==> src/rtl/uart_frame_pkg.sv <==
// rtl/uart_frame_pkg.sv - shared constants for the UART frame writer
package uart_frame_pkg;

  localparam logic [1:0] ST_IDLE    = 2'd0;
  localparam logic [1:0] ST_LEN     = 2'd1;
  localparam logic [1:0] ST_PAYLOAD = 2'd2;
  localparam logic [1:0] ST_CSUM    = 2'd3;

  localparam logic [1:0] ERR_NONE = 2'b00;
  localparam logic [1:0] ERR_LEN  = 2'b01;
  localparam logic [1:0] ERR_CSUM = 2'b10;
  localparam logic [1:0] ERR_TMO  = 2'b11;

  localparam logic [7:0] DEFAULT_SYNC_BYTE = 8'hA5;

endpackage

==> src/rtl/uart_frame_timeout.sv <==
// rtl/uart_frame_timeout.sv - inter-byte timeout down-counter
// Reloads on clear; expired fires in the cycle whose edge would make the
// elapsed count reach TIMEOUT_CYCLES-1, so the caller can register the abort.
module uart_frame_timeout #(
  parameter int TIMEOUT_CYCLES = 100000
) (
  input  logic clk_Rx,
  input  logic reset,
  input  logic clear,
  input  logic enable,
  output logic expired
);

  localparam int W = $clog2(TIMEOUT_CYCLES + 1);
  localparam logic [W-1:0] LOAD = W'(TIMEOUT_CYCLES - 2);

  logic [W-1:0] cnt;

  always_ff @(posedge clk_Rx) begin
    if (reset) begin
      cnt <= '0;
    end else if (clear) begin
      cnt <= LOAD;
    end else if (enable && cnt != '0) begin
      cnt <= cnt - 1'b1;
    end
  end

  assign expired = enable && !clear && (cnt == W'(1));

endmodule

==> src/rtl/uart_frame_writer.sv <==
// rtl/uart_frame_writer.sv - frame parser writing payload bytes to command memory
// Frame: sync, length, payload (stored at descending addresses), checksum.
module uart_frame_writer
  import uart_frame_pkg::*;
#(
  parameter logic [7:0] SYNC_BYTE      = DEFAULT_SYNC_BYTE,
  parameter int         BASE_ADDR      = 113,
  parameter int         MAX_LEN        = 113,
  parameter int         TIMEOUT_CYCLES = 100000
) (
  input  logic       clk_Rx,
  input  logic       reset,
  input  logic [7:0] rx_data,
  input  logic       rx_valid,
  output logic       mem_wr_en,
  output logic [7:0] mem_wr_addr,
  output logic [7:0] mem_wr_data,
  output logic       frame_done,
  output logic [7:0] frame_len,
  output logic       frame_err,
  output logic [1:0] err_code,
  output logic       busy
);

  localparam logic [7:0] BASE8 = 8'(BASE_ADDR);
  localparam logic [7:0] MAX8  = 8'(MAX_LEN);

  logic [1:0] state;
  logic [7:0] len;
  logic [7:0] sum;
  logic [7:0] idx;
  logic       expired;

  uart_frame_timeout #(.TIMEOUT_CYCLES(TIMEOUT_CYCLES)) u_timeout (
    .clk_Rx  (clk_Rx),
    .reset   (reset),
    .clear   (rx_valid || state == ST_IDLE),
    .enable  (state != ST_IDLE),
    .expired (expired)
  );

  assign busy = (state != ST_IDLE);

  always_ff @(posedge clk_Rx) begin
    if (reset) begin
      state       <= ST_IDLE;
      len         <= '0;
      sum         <= '0;
      idx         <= '0;
      mem_wr_en   <= 1'b0;
      mem_wr_addr <= '0;
      mem_wr_data <= '0;
      frame_done  <= 1'b0;
      frame_len   <= '0;
      frame_err   <= 1'b0;
      err_code    <= ERR_NONE;
    end else begin
      mem_wr_en  <= 1'b0;
      frame_done <= 1'b0;
      frame_err  <= 1'b0;
      // expired is already masked by rx_valid, so an arriving byte always wins
      if (expired) begin
        frame_err <= 1'b1;
        err_code  <= ERR_TMO;
        state     <= ST_IDLE;
      end else if (rx_valid) begin
        case (state)
          ST_IDLE: begin
            if (rx_data == SYNC_BYTE) state <= ST_LEN;
          end
          ST_LEN: begin
            if (rx_data == 8'd0 || rx_data > MAX8) begin
              frame_err <= 1'b1;
              err_code  <= ERR_LEN;
              state     <= ST_IDLE;
            end else begin
              len   <= rx_data;
              sum   <= rx_data;
              idx   <= '0;
              state <= ST_PAYLOAD;
            end
          end
          ST_PAYLOAD: begin
            mem_wr_en   <= 1'b1;
            mem_wr_addr <= BASE8 - idx;
            mem_wr_data <= rx_data;
            sum         <= sum + rx_data;
            idx         <= idx + 8'd1;
            if (idx == len - 8'd1) state <= ST_CSUM;
          end
          default: begin
            if (8'(rx_data + sum) == 8'h00) begin
              frame_done <= 1'b1;
              frame_len  <= len;
            end else begin
              frame_err <= 1'b1;
              err_code  <= ERR_CSUM;
            end
            state <= ST_IDLE;
          end
        endcase
      end
    end
  end

endmodule

==> config.mk <==
export PLATFORM = sky130hd
export DESIGN_NAME = uart_frame_writer
export DESIGN_NICKNAME = d
export VERILOG_FILES = /design/src/rtl/uart_frame_pkg.sv /design/src/rtl/uart_frame_timeout.sv /design/src/rtl/uart_frame_writer.sv
export SDC_FILE = /design/constraint.sdc
export NUM_CORES = 1
export LEC_CHECK = 0
export ABC_CLOCK_PERIOD_IN_PS = 2600
export BUFFER_PORTS_ARGS = -buffer_cell sky130_fd_sc_hd__buf_4
export CAP_MARGIN = 5
export CORE_MARGIN = 2
export CORE_UTILIZATION = 30
export CTS_BUF_LIST = sky130_fd_sc_hd__clkbuf_4 sky130_fd_sc_hd__clkbuf_8 sky130_fd_sc_hd__clkbuf_16
export CTS_CLUSTER_SIZE = 30
export DETAILED_ROUTE_END_ITERATION = 10
export PLACE_DENSITY_LB_ADDON = 0.15
export SLEW_MARGIN = 20
export SYNTH_ARGS = -nofsm -noshare
export SYNTH_HDL_FRONTEND = slang
export SYNTH_SLANG_ARGS = --single-unit
==> constraint.sdc <==
create_clock -name clk_Rx -period 2.6 [get_ports clk_Rx]
set_input_delay 0.26 -clock clk_Rx [delete_from_list [all_inputs] [get_ports clk_Rx]]
set_output_delay 0.26 -clock clk_Rx [all_outputs]
set_load 0.02 [all_outputs]
==> impl_metrics.prom <==
# TYPE chip_impl_metric gauge
chip_impl_info{name="status",value="completed"} 1
chip_impl_metric{name="slew_violations",unit=""} 0
chip_impl_metric{name="design.die.area",unit="um2"} 14000
chip_impl_metric{name="cts.path.max_buffers",unit=""} 2
chip_impl_metric{name="finalHoldViolCount",unit=""} 0
chip_impl_info{name="synthFlopType",value="dfxtp_1"} 1
chip_impl_metric{name="layout_cells_sized_above_1",unit=""} 0.230
chip_impl_metric{name="design.core.area",unit="um2"} 12700
chip_impl_metric{name="place_ws",unit="ns"} -0.150
chip_impl_metric{name="routed-via-count",unit=""} 3587
chip_impl_metric{name="antenna_left",unit=""} 0
chip_impl_metric{name="fin_worst_skew",unit="ns"} 0.00531
chip_impl_metric{name="nets",unit=""} 574
chip_impl_metric{name="worst_pin_slew",unit="ns"} 0.697
chip_impl_metric{name="min_period_over_period",unit=""} 0.994
chip_impl_info{name="hold_path_class",value="in -> reg"} 1
chip_impl_info{name="worstSetupPathType",value="reg -> reg"} 1
chip_impl_metric{name="maxCapViolations",unit=""} 0
chip_impl_metric{name="first_pass_grt_wire_length",unit="um"} 17700
chip_impl_metric{name="place.gp.congestion",unit=""} 0.787
chip_impl_metric{name="maximum_number_of_pins_on_one_net_before_global_route_repair",unit=""} 30
chip_impl_metric{name="final_util",unit=""} 0.401
chip_impl_metric{name="setup_ws",unit="ns"} 0.0153
chip_impl_metric{name="finalWorstPathRequiredPeriod",unit="ns"} 2.58
chip_impl_metric{name="clk_transition_reported_paths",unit="ns"} 0.06
chip_impl_metric{name="groute.usage.overall",unit=""} 0.155
chip_impl_metric{name="hpwl",unit="um"} 7900
chip_impl_metric{name="netlist_area",unit="um2"} 3930
chip_impl_metric{name="synth_edf_count",unit=""} 0
chip_impl_metric{name="remaining_drc_errors",unit=""} 0
chip_impl_info{name="crit_path_start_kind",value="flip-flop"} 1
chip_impl_metric{name="floorplan.initialDensity",unit=""} 0.309
chip_impl_metric{name="cp_data_required_time",unit="ns"} 2.82
chip_impl_metric{name="ys_ff_latch",unit=""} 72
chip_impl_metric{name="finalWirelength",unit="um"} 10600
chip_impl_metric{name="mappedNetlistNets",unit=""} 502
chip_impl_info{name="worst_setup_path_end_kind",value="flip-flop"} 1
chip_impl_metric{name="critical_path_peak_fanout",unit=""} 3
chip_impl_metric{name="port-buffer-count",unit=""} 40
chip_impl_metric{name="syn_avg_cell_area",unit="um2"} 8.33
chip_impl_metric{name="slew_headroom",unit=""} 0.534
chip_impl_metric{name="via_per_inst",unit=""} 4.98
chip_impl_info{name="timing.critical_path.from",value="sum[2]"} 1
chip_impl_metric{name="power.ir.vdd_worst",unit="mV"} 0.233
chip_impl_metric{name="hold_slack",unit="ns"} 0.202
chip_impl_info{name="hold_path.startpoint",value="rx_data[7]"} 1
chip_impl_metric{name="postSynth.asyncResetShare",unit=""} 0
chip_impl_metric{name="grt.overflow.total",unit=""} 0
chip_impl_metric{name="drtIter0Drc",unit=""} 127
chip_impl_metric{name="synthCells",unit=""} 472
chip_impl_info{name="cts-root-buf",value="clkbuf_16"} 1
chip_impl_info{name="final_common_cell",value="buf_4"} 1
chip_impl_metric{name="setup_violations",unit=""} 0
chip_impl_metric{name="via_count_of_the_first_global_routing_pass",unit=""} 3585
chip_impl_metric{name="p_leak",unit="nW"} 2.00
chip_impl_info{name="regToRegStartpoint",value="sum[2]"} 1
chip_impl_metric{name="cts.hold.buffers_added",unit=""} 0
chip_impl_metric{name="grt_antenna_before_repair",unit=""} 0
chip_impl_metric{name="rows",unit=""} 41
chip_impl_metric{name="sequential_cell_area_fraction_in_the_yosys_report",unit=""} 0.366
chip_impl_metric{name="cts.sink_count",unit=""} 72
chip_impl_metric{name="worstSkewPairLatency",unit="ns"} 0.34
chip_impl_info{name="commonest_non_fill_non_tap_cells_in_the_layout",value="84 x buf_4, 69 x dfxtp_1, 61 x nand2_1, 42 x a21oi_1, 40 x nor2_1"} 1
chip_impl_metric{name="area_growth",unit="%"} 29.8
chip_impl_info{name="grt_setup_unrepaired",value="yes"} 1
chip_impl_metric{name="fp.dieW",unit="um"} 119
chip_impl_metric{name="synth_cell_type_count",unit=""} 66
chip_impl_metric{name="cp.arrival",unit="ns"} 2.81
chip_impl_info{name="cts_tree",value="yes"} 1
chip_impl_metric{name="max_freq",unit="MHz"} 387
chip_impl_metric{name="antenna_cells_inserted",unit=""} 0
chip_impl_metric{name="avgRoutedWirePerCell",unit="um"} 14.7
chip_impl_metric{name="htree_num_levels",unit=""} 3
chip_impl_metric{name="cts_made_buffers",unit=""} 9
chip_impl_metric{name="ys_warn_count",unit=""} 0
chip_impl_metric{name="dr.pass1.iters",unit=""} 4
chip_impl_metric{name="die_y",unit="um"} 119
chip_impl_metric{name="num_io_pins",unit=""} 41
chip_impl_metric{name="powerDensity",unit="nW/um2"} 492
[cell type report]
class	count	area [um2]
fill	1320	7620
multi-input combinational	353	2390
sequential	72	1450
timing repair buffer	86	671
clock buffer	10	233
tap	172	215
inverter	22	82.6
clock inverter	6	67.6
[sequential cells by signal, summed over array words and instances (netlist names)]
register and count:
frame_len 8, err_code 2, u_timeout.cnt 17, idx 8, state 2, mem_wr_en 1
mem_wr_addr 8, sum 8, len 8, frame_err 1, frame_done 1, mem_wr_data 8
[metrics by stage]
step                power (W)  instance area (um2)  setup TNS (ns)  cells
floorplan             0.00121                 3950               0    472
global placement      0.00128                 4710          -0.389    704
detailed placement    0.00128                 4710          -0.676    704
CTS                   0.00254                 5030               0    720
global route          0.00260                 5100          -0.128    721
finish                0.00251                 5100               0    721
[cells in the mapped netlist, types with 2 or more instances]
cell type / count / area share
nand4_1: 4 / 0.0064
a41oi_1: 2 / 0.0045
nand3b_1: 4 / 0.0076
nor2_1: 40 / 0.038
nor3b_1: 3 / 0.0057
clkbuf_1: 17 / 0.016
nand2b_1: 2 / 0.0032
o21ai_0: 9 / 0.011
buf_2: 2 / 0.0025
o211ai_1: 4 / 0.0076
xor2_1: 16 / 0.036
and3_1: 6 / 0.0095
ha_1: 18 / 0.057
o21a_1: 4 / 0.0076
buf_1: 4 / 0.0038
buf_6: 2 / 0.0057
inv_1: 21 / 0.020
nand2_1: 61 / 0.058
a311o_1: 2 / 0.0051
xnor2_1: 17 / 0.038
nand3_1: 10 / 0.013
dfxtp_1: 72 / 0.37
a211oi_1: 6 / 0.011
or4_1: 3 / 0.0057
nor3_1: 16 / 0.020
or3_1: 8 / 0.013
a31oi_1: 5 / 0.0080
or2_2: 3 / 0.0048
o211a_1: 2 / 0.0051
or4_4: 3 / 0.0086
nor4b_1: 2 / 0.0045
o31ai_1: 3 / 0.0057
a21oi_1: 42 / 0.053
nor4_1: 11 / 0.017
mux2i_1: 12 / 0.031
o311a_1: 2 / 0.0051
nor2b_1: 5 / 0.0080
[where the power goes]
group | total [W] | internal (W) | switching (W)
Clock | 0.00125 | 0.000756 | 0.000494
Combinational | 0.000145 | 0.0000614 | 0.0000833
Sequential | 0.00112 | 0.00111 | 0.00000735
[worst paths after layout]
path               endpoint  slack (ns)  cells past startpoint
max             err_code[1]        0.02                      8
min          mem_wr_data[7]        0.20                      3
max reg2reg     err_code[1]        0.02                      8
min reg2reg    frame_len[6]        0.46                      2
[cells by family (layout without fill, tap and decap cells)]
family                     Yosys count  after routing  synth area share
AOI/OAI and AO/OA                   97             97             0.163
xor gates and xnor gates            34             34            0.0792
adders and majority gates           19             19            0.0623
buffers and inverters               47            124            0.0493
DFF                                 72             72             0.366
muxes                               12             12            0.0305
and+or+nand+nor                    191            191             0.249
[critical path, cell delays in order, from the launching register on]
cell,delay [ns]
dfxtp_1,0.36
ha_1,0.25
a211oi_4,0.06
buf_4,0.13
o21a_1,0.17
a311o_1,0.34
or4_4,0.54
or2_4,0.28
o311a_1,0.32
[per-layer routing]
| metal | track usage | wire (um) |
|---|---|---|
| met4 | 0.0476 | 148 |
| met1 | 0.193 | 4960 |
| met5 | 0 | 0 |
| met3 | 0.0347 | 332 |
| met2 | 0.268 | 5200 |
[timing repair]
item                       CTS  global route
pin swaps                    2             7
setup buffers                0             1
gates resized for setup      7            11
setup endpoints to repair    9            12
(Power assumes the default switching activity.)
